`src/rtl/mips_btb_pkg.sv`:
```
// Shared types, widths and the saturating counter rule for the BTB next-PC predictor.
package mips_btb_pkg;

    localparam int ENTRIES = 16;
    localparam int IDX_W   = 4;
    localparam int ADDR_W  = 32;
    localparam int CNT_W   = 16;
    localparam int TAG_W   = ADDR_W - IDX_W - 2;

    typedef enum logic [1:0] {
        STRONG_NT = 2'b00,
        WEAK_NT   = 2'b01,
        WEAK_T    = 2'b10,
        STRONG_T  = 2'b11
    } ctr_t;

    typedef struct packed {
        logic              valid;
        logic [TAG_W-1:0]  tag;
        logic [ADDR_W-1:0] target;
        ctr_t              ctr;
    } btb_entry_t;

    localparam btb_entry_t RESET_ENTRY = '{valid: 1'b0, tag: '0, target: '0, ctr: WEAK_NT};

    // Two-bit saturating step: taken moves toward STRONG_T, not-taken toward STRONG_NT.
    function automatic ctr_t ctr_next(input ctr_t ctr, input logic taken);
        ctr_t result;
        result = ctr;
        case (ctr)
            STRONG_NT: result = taken ? WEAK_NT  : STRONG_NT;
            WEAK_NT:   result = taken ? WEAK_T   : STRONG_NT;
            WEAK_T:    result = taken ? STRONG_T : WEAK_NT;
            STRONG_T:  result = taken ? STRONG_T : WEAK_T;
            default:   result = WEAK_NT;
        endcase
        return result;
    endfunction

endpackage

```
`src/rtl/btb_entry_array.sv`:
```
// Direct-mapped BTB storage: async clear, one lookup read port and one read/write update port.
module btb_entry_array
    import mips_btb_pkg::*;
(
    input  logic             clk,
    input  logic             rst_n,
    input  logic [IDX_W-1:0] lookup_idx,
    output btb_entry_t       lookup_entry,
    input  logic [IDX_W-1:0] upd_idx,
    output btb_entry_t       upd_entry,
    input  logic             wr_en,
    input  btb_entry_t       wr_entry
);

    btb_entry_t entries [ENTRIES];

    assign lookup_entry = entries[lookup_idx];
    assign upd_entry    = entries[upd_idx];

    // Clear every entry on reset; otherwise write the resolved entry at the clock edge.
    always_ff @(posedge clk or negedge rst_n) begin
        if (!rst_n) begin
            for (int i = 0; i < ENTRIES; i++) begin
                entries[i] <= RESET_ENTRY;
            end
        end else if (wr_en) begin
            entries[upd_idx] <= wr_entry;
        end
    end

endmodule

```
`src/rtl/btb_next_pc_predictor.sv`:
```
// Next-PC selection: BTB lookup in IF, resolution compare and update from EX, statistics.
module btb_next_pc_predictor
    import mips_btb_pkg::*;
(
    input  logic              Clk,
    input  logic              Rst_n,
    input  logic [ADDR_W-1:0] FetchPC,
    input  logic [ADDR_W-1:0] PCAdder,
    input  logic              Stall,
    output logic              PredTaken,
    output logic [ADDR_W-1:0] PredTarget,
    output logic [ADDR_W-1:0] NextPC,
    input  logic              ResValid,
    input  logic [ADDR_W-1:0] ResPC,
    input  logic [ADDR_W-1:0] ResPCPlus4,
    input  logic              ResTaken,
    input  logic [ADDR_W-1:0] ResTarget,
    input  logic              ResPredTaken,
    input  logic [ADDR_W-1:0] ResPredTarget,
    output logic              Mispredict,
    output logic [ADDR_W-1:0] RedirectPC,
    output logic [CNT_W-1:0]  LookupCount,
    output logic [CNT_W-1:0]  MispredCount
);

    logic [IDX_W-1:0] lookup_idx;
    logic [TAG_W-1:0] lookup_tag;
    logic [IDX_W-1:0] upd_idx;
    logic [TAG_W-1:0] upd_tag;
    btb_entry_t       lookup_entry;
    btb_entry_t       upd_entry;
    btb_entry_t       wr_entry;
    logic             wr_en;
    logic             lookup_hit;
    logic             upd_hit;

    assign lookup_idx = FetchPC[IDX_W+1:2];
    assign lookup_tag = FetchPC[ADDR_W-1:IDX_W+2];
    assign upd_idx    = ResPC[IDX_W+1:2];
    assign upd_tag    = ResPC[ADDR_W-1:IDX_W+2];

    btb_entry_array u_array (
        .clk          (Clk),
        .rst_n        (Rst_n),
        .lookup_idx   (lookup_idx),
        .lookup_entry (lookup_entry),
        .upd_idx      (upd_idx),
        .upd_entry    (upd_entry),
        .wr_en        (wr_en),
        .wr_entry     (wr_entry)
    );

    // Lookup sees pre-update contents; a cleared array during reset forces a miss.
    always_comb begin
        lookup_hit = lookup_entry.valid && (lookup_entry.tag == lookup_tag);
        PredTaken  = lookup_hit && lookup_entry.ctr[1];
        PredTarget = lookup_hit ? lookup_entry.target : '0;
    end

    // Resolution compare, redirect target and the next-PC priority mux.
    always_comb begin
        Mispredict = ResValid && ((ResTaken != ResPredTaken) ||
                                  (ResTaken && ResPredTaken && (ResTarget != ResPredTarget)));
        RedirectPC = ResTaken ? ResTarget : ResPCPlus4;
        if (Mispredict) begin
            NextPC = RedirectPC;
        end else if (PredTaken) begin
            NextPC = PredTarget;
        end else begin
            NextPC = PCAdder;
        end
    end

    // Build the entry to write: train a hit, allocate on a taken miss, ignore a not-taken miss.
    always_comb begin
        upd_hit  = upd_entry.valid && (upd_entry.tag == upd_tag);
        wr_en    = ResValid && (upd_hit || ResTaken);
        wr_entry = upd_entry;
        if (upd_hit) begin
            wr_entry.ctr = ctr_next(upd_entry.ctr, ResTaken);
            if (ResTaken) begin
                wr_entry.target = ResTarget;
            end
        end else begin
            wr_entry.valid  = 1'b1;
            wr_entry.tag    = upd_tag;
            wr_entry.target = ResTarget;
            wr_entry.ctr    = WEAK_T;
        end
    end

    // Saturating statistics counters.
    always_ff @(posedge Clk or negedge Rst_n) begin
        if (!Rst_n) begin
            LookupCount  <= '0;
            MispredCount <= '0;
        end else begin
            if (!Stall && (LookupCount != '1)) begin
                LookupCount <= LookupCount + 1'b1;
            end
            if (Mispredict && (MispredCount != '1)) begin
                MispredCount <= MispredCount + 1'b1;
            end
        end
    end

endmodule

```
`config.mk`:
```
export PLATFORM = sky130hd
export DESIGN_NAME = btb_next_pc_predictor
export DESIGN_NICKNAME = d
export VERILOG_FILES = /design/src/rtl/mips_btb_pkg.sv /design/src/rtl/btb_entry_array.sv /design/src/rtl/btb_next_pc_predictor.sv
export SDC_FILE = /design/constraint.sdc
export NUM_CORES = 2
export LEC_CHECK = 0
export CELL_PAD_IN_SITES_DETAIL_PLACEMENT = 1
export CELL_PAD_IN_SITES_GLOBAL_PLACEMENT = 2
export CORE_UTILIZATION = 50
export CTS_BUF_LIST = sky130_fd_sc_hd__clkbuf_2 sky130_fd_sc_hd__clkbuf_4 sky130_fd_sc_hd__clkbuf_8
export DETAILED_ROUTE_END_ITERATION = 8
export GPL_TIMING_DRIVEN = 0
export PLACE_DENSITY = 0.91
export SLEW_MARGIN = 20
export SYNTH_ARGS = -nofsm -noshare
export SYNTH_HDL_FRONTEND = slang
export SYNTH_SLANG_ARGS = --single-unit
export TNS_END_PERCENT = 20
```
`constraint.sdc`:
```
create_clock -name Clk -period 9.71 [get_ports Clk]
set_input_delay 1.942 -clock Clk [delete_from_list [all_inputs] [get_ports Clk]]
set_output_delay 1.942 -clock Clk [all_outputs]
set_load 0.01 [all_outputs]
```
==> metrics.md <==
| Metric | Value |
|---|---|
| Clock Latency Late Sink | `0.92 ns` |
| CP Data Arrival Time | `7.88 ns` |
| Sw Pwr | `3.990 mW` |
| Mapped Cells | `about 3700` |
| DIE WIDTH | `344.5 microns` |
| Power Density | `197.8 nW/um^2` |
| TNS Setup | `-0.2763 ns` |
| Sequential power share | `0.429` |
| Post-synth top area share | `0.4232` |
| Starting Density | `0.5048` |
| Dpl cells | `5509` |
| Vias in the first global route | `roughly 42000` |
| Post-DR vias/cell | `6.749` |
| Max Clk Rate | `a little over 100 MHz` |
| Synth area leader | `dfrtp_1` |
| Register bit total from synthesis | `about 1000` |
| Fin. Hold Viols | `0` |
| GP Congestion | `0.9756` |
| Most frequent cells after synthesis | `dfrtp_1 (992), mux2_4 (590), mux2_2 (512)` |
| Clock Skews | `0.06158 ns` |
| Deepest clock path buffer count | `3` |
| Core Rows | `125` |
| Core area | `116200 sq um` |
| Root buffer cell | `clkbuf_8` |
| IO Port Bufs | `about 300` |
| Netlist cell types | `74` |
| Syn-to-layout area delta | `15.55%` |
| I/O pin count | `328` |
| Vias | `39410` |
| WL/cell | `36.48 microns` |
| Grt total ovfl | `0` |
| Total wire length | `between 200 and 250 mm` |
| Worst Hold Class | `reg2reg` |
| Synth Net Count | `3876` |
| Main combinational cell family by area after synthesis | `multiplexers` |
| Final Util | `0.5833` |
| Drt initial violations | `4242` |
| Status | `complete, but fails checks` |
| # Max-Cap Violations | `0` |
| Crit path capture type | `output pin` |
| Final setup fails | `9` |
| Die area | `118700 sq um` |
| Clock power share | `0.322` |
| CTS tree | `built` |
| Sequential cell area fraction in the yosys report | `0.4303` |
| Slack of the critical path | `-0.1106 ns` |
| Critical Setup Path Class | `in2out` |
| Layout Cells excl Fill | `5839` |
| H-tree levels | `4` |
| Number of synthesized flops with an enable pin | `0` |
| GRT Util Overall | `0.3642` |
| Crit path max fanout | `10` |
| Crit path required time | `7.77 ns` |
| Slew headroom | `0.1539` |
| Nets | `4362` |
| Clk slew on worst S/H paths | `0.05 ns` |
| Routed Antenna Nets | `0` |
| Clk sinks | `roughly 1000` |
| Leak | `30.99 nW` |
| Post-Synth Adder-Cell Area | `0.0008105` |
| Cell area after synthesis | `58660 sq um` |
| DRC | `0` |
| Num CTS Buffers | `175` |
| Post-CTS Hold Fix Bufs | `0` |
| Setup WS pre-CTS | `-1.063 ns` |
| Synth Area in Compound Gates | `0.01956` |
| Initial antenna violation count | `15` |
| Worst-Margin Slew | `1.265 ns` |
| RSZ-0062 raised after global routing | `no` |
| Die height | `344.5 microns` |
| Post-DP HPWL | `around 150 mm` |
| First drt pass iteration count | `7` |
| VDD IR max | `0.1607 mV` |
| Largest net degree at the start of global routing | `149` |
| Mux contribution to synthesized area | `0.4675` |
| Simple-Gate Fraction of Synth Area | `0.02611` |
| Fraction of registers with async set/reset | `1.000` |
| Share of layout cells above drive strength 1 | `0.5139` |
| Sw frac | `0.2976` |
| Main synth FF type | `dfrtp_1` |
| Worst setup SP type | `primary input` |
| Fin crit period | `9.821 ns` |
| First-pass GRT wire length | `307.7 mm` |
| Combinational share of power | `0.249` |
| Pint | `9.417 mW` |
| Period Utilization, post-route | `1.011` |
| Post-synthesis xor/xnor area fraction | `0.01807` |
| Violated checks | `setup timing` |
| Synth Warn # | `0` |
| Syn_area_per_cell | `15.96 sq um` |
| Top cells by area, synth | `dfrtp_1 (42%), mux4_2 (19%), mux2_4 (15%)` |
| Count leader, synth | `dfrtp_1` |
| Fill cell count | `roughly 11000` |
| Final Slew Violations | `0` |
## cell usage in the layout (no fill, tap or decap), types with 18 or more instances in the layout
cell / synthesis / routed
a21oi_1: 18 / 18
a22oi_1: 38 / 38
and2_1: 36 / 36
buf_1: 37 / 24
buf_2: 126 / 133
buf_6: 70 / 70
clkbuf_1: 104 / 90
clkbuf_4: 0 / 61
clkbuf_8: 0 / 223
clkdlybuf4s50_1: 0 / 301
clkinv_2: 0 / 19
dfrtp_1: 992 / 992
mux2_2: 512 / 512
mux2_4: 590 / 590
mux2i_1: 167 / 167
mux4_2: 494 / 494
nand2_1: 62 / 62
nand2b_1: 24 / 24
nand3_1: 21 / 21
nand4_1: 18 / 18
xnor2_1: 72 / 72
xor2_1: 49 / 49
## routing by layer
| layer | vias to the layer above | wire, microns | global-route usage |
|---|---|---|---|
| met4 | 20 | 11470 | 0.1875 |
| met5 | - | 202 | 0 |
| met1 | 21280 | 83790 | 0.4832 |
| met2 | 2296 | 98510 | 0.5509 |
| met3 | 666 | 19040 | 0.09821 |
| li1 | 15150 | - | - |
## per-stage QoR
stage | hold slack, ns | cell area, sq um | total power [mW]
6_report | 0.4825 | 67780 | 13.41
2_1_floorplan | 0.4461 | 58660 | 7.836
5_1_grt | 0.5262 | 67760 | 13.83
3_3_place_gp | 0.4662 | 63590 | 8.859
4_1_cts | 0.4871 | 67750 | 13.37
3_5_place_dp | 0.4761 | 63860 | 9.044
## power groups by stage
stage	registers (mW)	logic, mW	clock network [mW]
floorplan	5.50	2.33	0
global placement	5.71	3.15	0
detailed placement	5.77	3.28	0
CTS	5.71	3.30	4.35
global route	5.83	3.48	4.52
finish	5.75	3.33	4.32
## logic make-up after synthesis
logic type / Yosys count
mux: 1763
flops: 1008
buf+inv: 374
simple gates: 252
compound gates: 153
xor+xnor: 121
fa+ha+maj: 4
## final cells by class
cell class	count	area [sq um]	share of cell area
well taps	1524	1907	0.02813
plain buffers	355	2181	0.03217
inverters	17	67.56	0.0009968
clock inverters	35	327.8	0.004836
multi-input cells	2293	31220	0.4606
flip-flops and latches	1008	25240	0.3724
diodes	13	32.53	0.0004799
repair buffers	311	3281	0.04840
clock buffers	283	3520	0.05192
## flip-flops by register name, summed over array words and instances, names as in the netlist
register	cells
MispredCount	16
LookupCount	16
u_array.entries	976
## worst max-delay path: stages
cell	delay (ns)
clkbuf_1	0.77
buf_1	0.92
mux4_2	0.44
mux4_2	0.49
xor2_1	0.16
nor3_1	0.40
nand3_1	0.46
or2_2	0.47
nor2_4	0.42
clkbuf_1	0.46
and2_1	0.31
clkdlybuf4s50_1	0.58
## timing repair
action | 4_1_cts | 5_1_grt
gates cloned | 0 | 0
setup buffers | 1 | 0
pin swaps | 1 | 0
gates resized for setup | 6 | 4
endpoints found under the setup margin | 62 | 61
## final timing paths
check / start / end / slack (ns) / cells after the start
worst max-delay path: FetchPC[3] / PredTarget[6] / -0.11 / 12
worst min-delay path: LookupCount[9] / LookupCount[9] / 0.48 / 1
worst max register to register: u_array.entries[103] / u_array.entries[372] / 4.66 / 11
worst min register to register: LookupCount[9] / LookupCount[9] / 0.48 / 1
max in group asynchronous: Rst_n / u_array.entries[383] / 6.70 / 4
min in group asynchronous: Rst_n / u_array.entries[393] / 0.87 / 1
(Power assumes the default switching activity.)
